**config.mk**
```make
export PLATFORM = sky130hd
export DESIGN_NAME = mux4_rr_arbiter
export DESIGN_NICKNAME = d
export VERILOG_FILES = /design/src/rtl/mux4_rr_arbiter.sv
export SDC_FILE = /design/constraint.sdc
export NUM_CORES = 1
export LEC_CHECK = 0
export CAP_MARGIN = 5
export CORE_UTILIZATION = 38
export CTS_CLUSTER_SIZE = 16
export DETAILED_ROUTE_END_ITERATION = 7
export GPL_ROUTABILITY_DRIVEN = 0
export MAX_ROUTING_LAYER = met4
export PLACE_DENSITY_LB_ADDON = 0.12
export SLEW_MARGIN = 20
export SYNTH_ARGS = -nofsm -noshare
export SYNTH_HDL_FRONTEND = slang
export SYNTH_SLANG_ARGS = --single-unit
```
**constraint.sdc**
```tcl
create_clock -name clock -period 3.1 [get_ports clock]
set_clock_uncertainty 0.05 [all_clocks]
set_input_delay 0.465 -clock clock [delete_from_list [all_inputs] [get_ports clock]]
set_output_delay 0.465 -clock clock [all_outputs]
set_load 0.005 [all_outputs]
```
**src/rtl/mux4_rr_arbiter.sv**
```systemverilog
// Round-robin arbiter for a shared 4:1 mux channel: grants one requester at a time,
// drives the select and forwards its word downstream in bursts of at most MAX_BURST.
module mux4_rr_arbiter #(
    parameter int WIDTH     = 8,
    parameter int MAX_BURST = 4
) (
    input  logic                 clock,
    input  logic                 resetn,
    input  logic [3:0]           req,
    input  logic [4*WIDTH-1:0]   din,
    input  logic                 dout_ready,
    output logic [3:0]           gnt,
    output logic [1:0]           sel,
    output logic [WIDTH-1:0]     dout,
    output logic                 dout_valid,
    output logic                 busy,
    output logic                 fsm_state
);

    // Handshake: a word moves downstream in any cycle where dout_valid && dout_ready;
    // dout_valid follows the granted request, and dout holds while dout_ready is low.

    typedef enum logic {
        IDLE  = 1'b0,
        GRANT = 1'b1
    } state_t;

    localparam logic [3:0] LAST_BEAT = 4'(MAX_BURST - 1);

    state_t     state;
    state_t     state_nxt;
    logic [1:0] ptr;
    logic [3:0] cnt;
    logic [1:0] winner;
    logic       any_req;
    logic       xfer;
    logic       rel;

    // Scan from the farthest offset down so the offset closest to ptr wins.
    always_comb begin
        winner  = ptr;
        any_req = |req;
        for (int k = 3; k >= 0; k--) begin
            if (req[ptr + 2'(k)]) begin
                winner = ptr + 2'(k);
            end
        end
    end

    always_ff @(posedge clock) begin
        if (!resetn) begin
            state <= IDLE;
        end else begin
            state <= state_nxt;
        end
    end

    always_comb begin
        state_nxt = state;
        case (state)
            IDLE:    if (any_req) state_nxt = GRANT;
            GRANT:   if (rel)     state_nxt = IDLE;
            default: state_nxt = IDLE;
        endcase
    end

    always_comb begin
        busy       = (state == GRANT);
        fsm_state  = state;
        dout       = din[sel*WIDTH +: WIDTH];
        dout_valid = (state == GRANT) && req[sel];
        xfer       = dout_valid && dout_ready;
        rel        = (state == GRANT) && (!req[sel] || (xfer && cnt == LAST_BEAT));
    end

    // Grant bookkeeping; ptr moves only on release so idle cycles never skip anyone.
    always_ff @(posedge clock) begin
        if (!resetn) begin
            gnt <= 4'b0000;
            sel <= 2'd0;
            ptr <= 2'd0;
            cnt <= 4'd0;
        end else begin
            case (state)
                IDLE: begin
                    if (any_req) begin
                        gnt <= 4'b0001 << winner;
                        sel <= winner;
                        cnt <= 4'd0;
                    end
                end
                GRANT: begin
                    if (rel) begin
                        gnt <= 4'b0000;
                        cnt <= 4'd0;
                        ptr <= sel + 2'd1;
                    end else if (xfer) begin
                        cnt <= cnt + 4'd1;
                    end
                end
                default: begin
                    gnt <= 4'b0000;
                    cnt <= 4'd0;
                end
            endcase
        end
    end

endmodule

```
After elaboration in Yosys (flattened, before gate mapping)

Cells that the tools add are included.

Bits in registers: 13
Input port bits: 39
Output and inout port bits: 17
Word-level logic and storage cells: 57

Bitwise logic cells: 1
Shifts and indexed selects: 2
Add/sub/neg operators: 5
Muxes and demuxes: 24
Reductions and logical operators: 11
Magnitude comparators: 5
Eq/ne operators: 4

Operators with widths:

| operator                                                                      | number |
|---|---|
| 32-bit by 6-bit variable part select with 8-bit output                        | 1 |
| 4-bit two-way mux                                                             | 5 |
| 4-bit case mux with 2 select lines                                            | 2 |
| 2-bit by 3-bit less-than comparator with 1-bit output (second input constant) | 5 |
| 1-bit binary-select mux with 2-bit select                                     | 5 |
| 2-bit two-way mux                                                             | 4 |
| 2-bit AND reduction                                                           | 4 |
| 1-bit two-way mux                                                             | 7 |
| 2-bit by 1-bit adder with 2-bit output (second input constant)                | 2 |
| 2-bit adder (second input constant)                                           | 2 |
| 4-bit by 1-bit adder with 4-bit output (second input constant)                | 1 |
| 4-bit by 2-bit equality test with 1-bit output (second input constant)        | 1 |
| 1-bit logical AND                                                             | 4 |
| 4-bit OR reduction                                                            | 1 |
| 1-bit by 2-bit left shift with 4-bit output (first input constant)            | 1 |
| 3-bit by 1-bit != test with 1-bit output (second input constant)              | 1 |
| 2-bit by 1-bit != test with 1-bit output (second input constant)              | 1 |
| 2-bit != test (second input constant)                                         | 1 |
| 1-bit case mux with 2 select lines                                            | 1 |
| 1-bit logical NOT                                                             | 1 |
| 1-bit logical OR                                                              | 1 |
| 1-bit inverter                                                                | 1 |

Depth between registers and ports, before layout

Gate-level depths: netlist of the first run.

Depth after elaboration: 10
Depth in mapped cells: 5
Gate-level depth less buffers: 5

Worst setup path before layout of the first run

No wires, ideal clock.

Path kind: input to register
Start: input port req[3]
End: register cnt[3]
Arrival: 1.619 ns
Setup slack: 1.361 ns
Setup time: 0.070 ns
Data required time: 2.980 ns
Stages on the path: 4
Cell sequence: mux4_2 -> a22o_1 -> or3_1 -> a21oi_1

Word-level cells in the longest chain between the ends: 9
Elaborated cells on any way between the ends: 14

RTL lines:

| element                                                                              | line   | RTL |
|---|---|---|
| start: declaration                                                                   | 9      | `input logic [3:0] req,` |
| 1-bit binary-select mux with 2-bit select                                            | 71, 73 |  |
| 1-bit two-way mux (implied by the code)                                              | 71, 73 |  |
| 1-bit logical AND                                                                    | 71     | `dout_valid = (state == GRANT) && req[sel];` |
| 1-bit logical AND                                                                    | 72     | `xfer = dout_valid && dout_ready;` |
| 1-bit logical AND                                                                    | 73     | `rel = (state == GRANT) && (!req[sel] \|\| (xfer && cnt == LAST_BEAT));` |
| 1-bit logical OR                                                                     | 73     |  |
| 1-bit logical AND                                                                    | 73     |  |
| 4-bit two-way mux / 3-bit by 1-bit != test with 1-bit output (equally long branches) | --     |  |
| 4-bit case mux with 2 select lines / 2-bit AND reduction (equally long branches)     | --     |  |
| end signal: assignment                                                               | 98     | `cnt <= cnt + 4'd1;` |
| end: declaration                                                                     | 33     | `logic [3:0] cnt;` |

Parallel ways exist; a longest one is shown, timed or not. The select of a mux whose other input is x is not followed.
A chain may end at the register's enable or synchronous reset.

Worst setup path after layout of the first run

Start: input port req[3]
End: output port dout_valid

Word-level cells in the longest chain between the ends: 3

RTL lines:

| element                                   | line | RTL |
|---|---|---|
| 1-bit binary-select mux with 2-bit select | 71   |  |
| 1-bit two-way mux (implied by the code)   | 71   |  |
| 1-bit logical AND                         | 71   |  |
| end: declaration                          | 15   | `output logic dout_valid,` |

No other way between the ends. The select of a mux whose other input is x is not followed.

==> results.md, run 1 <==
* Outcome: completed
* Biggest fanout along the worst timing path at 8
* Drc violations at 0
* Syn nets at approximately 130
* Number of core rows at 16
* First-pass GRT wire length at a little under 4000 µm
* Commonest cells after routing, fill and taps aside: 55 x clkdlybuf4s50_1, 13 x dfxtp_1, 9 x mux4_2, 7 x nor2_1, 6 x a21oi_1
* Gate Count Post-Synth at between 80 and 90
* Ys async rst share at 0%
* Via-to-Cell Ratio at between 5 and 6
* Number of flops mapped to enable cells by yosys at 0
* Mapped cell area at 864.6 µm²
* H-tree Lvls at 1
* Final Hold Vio Count at 0
* Largest net degree at the start of global routing at 12
* CP arrival at about 2200 ps
* Synth top area share at a little under a third
* Switch share at a little over a quarter
* Final Critical Period at ~2700 ps
* Gr usage total at between 20% and 30%
* Initial antenna violation count at 0
* Post-DP HPWL at between 2000 and 2500 µm
* Detailed router's first-iteration violation count at 13
* Die H at slightly below 50 µm
* Root Buffer: clkbuf_4
* Clock transition at the registers of the reported paths at about 70 ps
* Worst vdd ir at between 0.0002 and 0.0003 V
* Max-slew headroom at a little over half
* Ys flop type: dfxtp_1
* Synth Area per Inst at approximately 10 µm²
* Worst slew pin tran at ~660 ps
* Drt first pass iters at 4
* Antenna cells at 0
* Hold_buf cts at 0
* Post-CTS resize count at 0
* Vias in the first global route at between 900 and 1000
* I/O pins at 56
* Sink Count at 13
* Core area at between 2000 and 2500 µm²
* WL per Instance at about 14 µm
* Leakage at 0.5109 nW
* Seq/Total Area, Yosys at between 30 and 40%
* P per Cell Area at between 300 and 400 nW/µm²
* Maxcap violations at 0
* Total Routed Length at ~2400 µm
* DRT antenna net count at 0
* Yosys warning count at 0
* Crit path kind: primary input to output port
* Post-CTS Setup Inserts at 0
* Max Slew Vio Count at 0
* Vias at around 950
* Final critical-path share of the clock period at 87.13%
* Area leader, netlist: dfxtp_1
* Max Freq at approximately 370 MHz
* # nets final at 185
* Net Switching at approximately 130 µW
* Commonest non-fill, non-tap cell in the layout: clkdlybuf4s50_1
* Hold Path Class: flop to flop
* # port buffers at 55
* Die ar. at 2470 µm²
* Int Power at 363.7 µW
* Hold Slack at ~420 ps
* Gate power share at around 41%
* CTS Buf Count at 3
* Main area contributors after synthesis: dfxtp_1 30%, mux4_2 23%, a32o_1 4.6%
* P&R area growth vs syn at 70.48%
* Synth Register Bits at 13
* GRT overflow at 0
* Initial Util at a little over two fifths
* Pwr Total at slightly below 500 µW
* Clock Latency Late Sink at 270 ps
* Synth cell types at 31
* Number of fill cells at about 170
* Max Root-Sink Buffers at 2
* Worst setup SP type: primary input
* Critical Path End Type: output port
* Final setup fails at 0
* CTS tree: yes
* Die width at between 40 and 50 µm
* RSZ-0062 raised after global routing: no
* Clock power frac at 19.8%
* WP data required at between 2000 and 3000 ps
* Setup_tns at 0 ps
* Flop pwr share at approximately two fifths
* Layout cell share with drive strength beyond 1 at 12.50%
==> per-stage QoR <==
stage	utilization [%]	std cells	area [µm²]	worst slack, ps
after floorplan	-	86	864.6	1361
after global routing	72.18	171	1474	349.2
after detailed placement	70.89	167	1448	399.8
after global placement	70.89	167	1448	425.9
after CTS	72.18	171	1474	396.8
final	72.18	171	1474	399.0
==> registers in the layout, summed over array words and instances, names as in the netlist <==
signal	count
busy	1
cnt	4
gnt	4
ptr	2
sel	2
==> logic make-up (layout without fill, tap and decap cells) <==
family	count (synthesis)	in the layout	share of synthesized area, %
AOI/OAI and AO/OA	26	26	21.42
xor gates and xnor gates	2	2	2.026
adders and majority gates	1	1	1.447
buffers and inverters	7	65	3.617
DFF	13	13	30.10
muxes	9	9	23.44
and+or+nand+nor	28	28	17.95
==> final cells by class <==
class | count | area [µm²] | share of cell area (%)
Clock buffer | 4 | 26.28 | 1.783
Inverter | 4 | 15.01 | 1.019
Multi-Input combinational cell | 66 | 573.1 | 38.88
Sequential cell | 13 | 260.3 | 17.66
Tap cell | 27 | 33.78 | 2.292
Timing Repair Buffer | 57 | 565.5 | 38.37
==> per-layer routing <==
layer | track usage, % | part of all wire [%] | vias up | routed length, µm
met2 | 39.19 | 52 | 38 | 1276
met5 | - | 0 | - | 0
met4 | 4.762 | 0.53 | 0 | 13
met3 | 6.481 | 7.6 | 4 | 184
met1 | 21.88 | 39 | 446 | 959
li1 | - | - | 457 | -
==> power groups by stage <==
stage	Sequential (mW)	Combinational (mW)	Clock [mW]
floorplan	0.194	0.0915	0
global placement	0.196	0.199	0
detailed placement	0.196	0.205	0
CTS	0.193	0.206	0.103
global route	0.194	0.219	0.109
finish	0.192	0.204	0.0982
==> worst paths after layout <==
path / to / start / slack (ps) / cells after the start
setup / recovery: dout_valid / req[3] / 400 / 4
hold reg to reg: gnt[2] / gnt[2] / 420 / 1
hold / removal: gnt[2] / gnt[2] / 420 / 1
setup reg to reg: cnt[2] / sel[0] / 1180 / 4
==> synthesized netlist by cell type, drive strengths merged (2+ instances only) <==
| master | n |
|---|---|
| a21oi | 7 |
| nand2 | 5 |
| a211oi | 3 |
| inv | 4 |
| a32o | 4 |
| or3 | 3 |
| dfxtp | 13 |
| nor2 | 7 |
| buf | 2 |
| xnor2 | 2 |
| nor3 | 2 |
| or2 | 2 |
| nor2b | 4 |
| mux4 | 9 |
| o21ai | 5 |
==> critical path, stage by stage <==
cell	delay, ps
clkdlybuf4s50_1	530
mux4_2	570
and2_1	180
clkdlybuf4s50_1	440
Power figures use the tool's default switching activity.
==> run 2: changes to the inputs <==
--- a/config.mk
+++ b/config.mk
@@ -10,6 +10,7 @@
 export CTS_CLUSTER_SIZE = 16
 export DETAILED_ROUTE_END_ITERATION = 7
 export GPL_ROUTABILITY_DRIVEN = 0
+export HOLD_SLACK_MARGIN = 0.02
 export MAX_ROUTING_LAYER = met4
 export PLACE_DENSITY_LB_ADDON = 0.12
 export SLEW_MARGIN = 20
==> constraint.sdc (replaced) <==
create_clock -name clock -period 3.1 [get_ports clock]
set_clock_uncertainty 0.05 [all_clocks]
set_input_delay 0.465 -clock clock [delete_from_list [all_inputs] [get_ports clock]]
set_output_delay 0.465 -clock clock [all_outputs]
set_load 0.01 [all_outputs]
==> run 2 against run 1 <==
- clock power up 1%
- utilization unchanged
- total power grew 2.3%
- via count fell by 2.0%
- largest power group unchanged
==> results.md, run 2 (synthesized netlist as in run 1, its figures left out) <==
* Critical Path Slowest Stage Cell: mux4_2
* Post-CTS Setup Inserts at 0 (unchanged)
* Final Critical Period at 2737 ps (+35.97 ps)
* Drc violations at 0 (unchanged)
* Via-to-Cell Ratio at 5.415 (-2.0%)
* Antenna cells at 0 (unchanged)
* Crit Reg-Reg Endpoint: cnt[2]
* Max-slew headroom at 43.31% (-12 points)
* Hold_buf cts at 0 (unchanged)
* WL per Instance at 14.62 µm (+2.7%)
* # nets final at 185 (unchanged)
* # port buffers at 55 (unchanged)
* Die width at 49.70 µm (unchanged)
* Max Root-Sink Buffers at 2 (unchanged)
* Commonest cells after routing, fill and taps aside: 55 x clkdlybuf4s50_1, 13 x dfxtp_1, 9 x mux4_2, 7 x nor2_1, 6 x a21oi_1
* Post-CTS resize count at 0 (unchanged)
* Die H at 49.70 µm (unchanged)
* Core area at 2042 µm² (unchanged)
* Root Buffer: clkbuf_4
* Sink Count at 13 (unchanged)
* P&R area growth vs syn at 70.48% (unchanged)
* Commonest non-fill, non-tap cell in the layout: clkdlybuf4s50_1
* P per Cell Area at 343.6 nW/µm² (+2.3%)
* Worst setup SP type: primary input
* Final setup fails at 0 (unchanged)
* Post-DP HPWL at 2073 µm (+1.7%)
* Setup_tns at 0 ps (unchanged)
* Leakage at 0.5109 nW (unchanged)
* Number of core rows at 16 (unchanged)
* RSZ-0062 raised after global routing: no
* Max Slew Vio Count at 0 (unchanged)
* Critical path depth at 4 (unchanged)
* Worst vdd ir at 0.0003365 V (+26%)
* Pwr Total at 506.4 µW (+2.3%)
* GRT overflow at 0 (unchanged)
* CP arrival at 2220 ps (+30 ps)
* Drt first pass iters at 4 (unchanged)
* Crit path cell chain: clkdlybuf4s50_1, mux4_2, and2_1, clkdlybuf4s50_1
* Die ar. at 2470 µm² (unchanged)
* Initial antenna violation count at 0 (unchanged)
* Design area at 1474 µm² (unchanged)
* Gr usage total at 21.76% (+0.48 points)
* Total Routed Length at 2500 µm (+2.7%)
* Final Hold Vio Count at 0 (unchanged)
* Crit path top cell by count: clkdlybuf4s50_1
* Maxcap violations at 0 (unchanged)
* Initial Util at 42.34% (unchanged)
* Setup crit start: req[3]
* I/O pins at 56 (unchanged)
* WP data required at 2580 ps (about the same)
* Delay-heaviest family, CP: buffers and inverters
* Startpoint of the most critical hold path: gnt[2]
* CTS tree: yes
* Hold Path Class: flop to flop
* Clock transition at the registers of the reported paths at 70 ps (about the same)
* R2R depth at 4 (unchanged)
* Critical Path End Type: output port
* Layout cell share with drive strength beyond 1 at 12.50% (unchanged)
* Clock Latency Late Sink at 270 ps (about the same)
* Critical R2R Launch: sel[0]
* H-tree Lvls at 1 (unchanged)
* End point of the critical path: dout_valid
* Largest net degree at the start of global routing at 12 (unchanged)
* Top flop regs: cnt: 4 flops, gnt: 4 flops
* Max stage delay on crit path at 570 ps (about the same)
* Outcome: completed
* R2R setup slack at 1170 ps (about the same)
* Hold Slack at 420.3 ps (+3.566 ps)
* DRT antenna net count at 0 (unchanged)
* CTS Buf Count at 3 (unchanged)
* Crit path kind: primary input to output port
* Final critical-path share of the clock period at 88.29% (+1.2 points)
* CP bufs+invs at 2 (unchanged)
* Vias at 926 (-2.0%)
* Biggest fanout along the worst timing path at 8 (unchanged)
* Vias in the first global route at 952 (+4.7%)
* Worst slew pin tran at 828.9 ps (+170.7 ps)
* First-pass GRT wire length at 4015 µm (+2.6%)
* Max Freq at 365.4 MHz (-1.3%)
* Detailed router's first-iteration violation count at 9 (-4)
* Dpl cell area at 1448 µm² (unchanged)
[run 2: through the flow]
step                util [%]  instances  worst slack [ps]
floorplan                  -         86              1290
global placement       70.89        167             391.9
detailed placement     70.89        167             360.4
CTS                    72.18        171             358.0
global route           72.18        171             314.5
finish                 72.18        171             363.1
[run 2: per-layer routing]
| layer | up-vias | global-route usage [%] | routed length [µm] |
|---|---|---|---|
| met2 | 38 | 41.22 | 1275 |
| met4 | 0 | 3.810 | 17 |
| met3 | 4 | 7.099 | 200 |
| met5 | - | - | 0 |
| met1 | 426 | 21.54 | 1007 |
| li1 | 458 | - | - |
[run 2: worst min-delay path by stage]
| stage | to | slack (ps) | depth (start not counted) |
|---|---|---|---|
| after global routing | gnt[0] | 450 | 1 |
| after detailed placement | gnt[2] | 410 | 1 |
| after global placement | gnt[1] | 400 | 1 |
| final | gnt[2] | 420 | 1 |
| after floorplan | cnt[1] | 400 | 2 |
| after CTS | gnt[2] | 430 | 1 |
[run 2: final cells by class]
type	count	area [µm²]
timing repair buffer	57	565.5
sequential	13	260.3
clock buffer	4	26.28
tap	27	33.78
inverter	4	15.01
fill	174	568.0
multi-input combinational	66	573.1
[run 2: where the power goes]
part / internal, mW / switching [mW] / total [mW] / leakage [nW]
Combinational: 0.135 / 0.0793 / 0.214 / 0.390
Sequential: 0.180 / 0.0132 / 0.193 / 0.106
Clock: 0.0498 / 0.0496 / 0.0994 / 0.0150
Total: 0.364 / 0.142 / 0.506 / 0.511
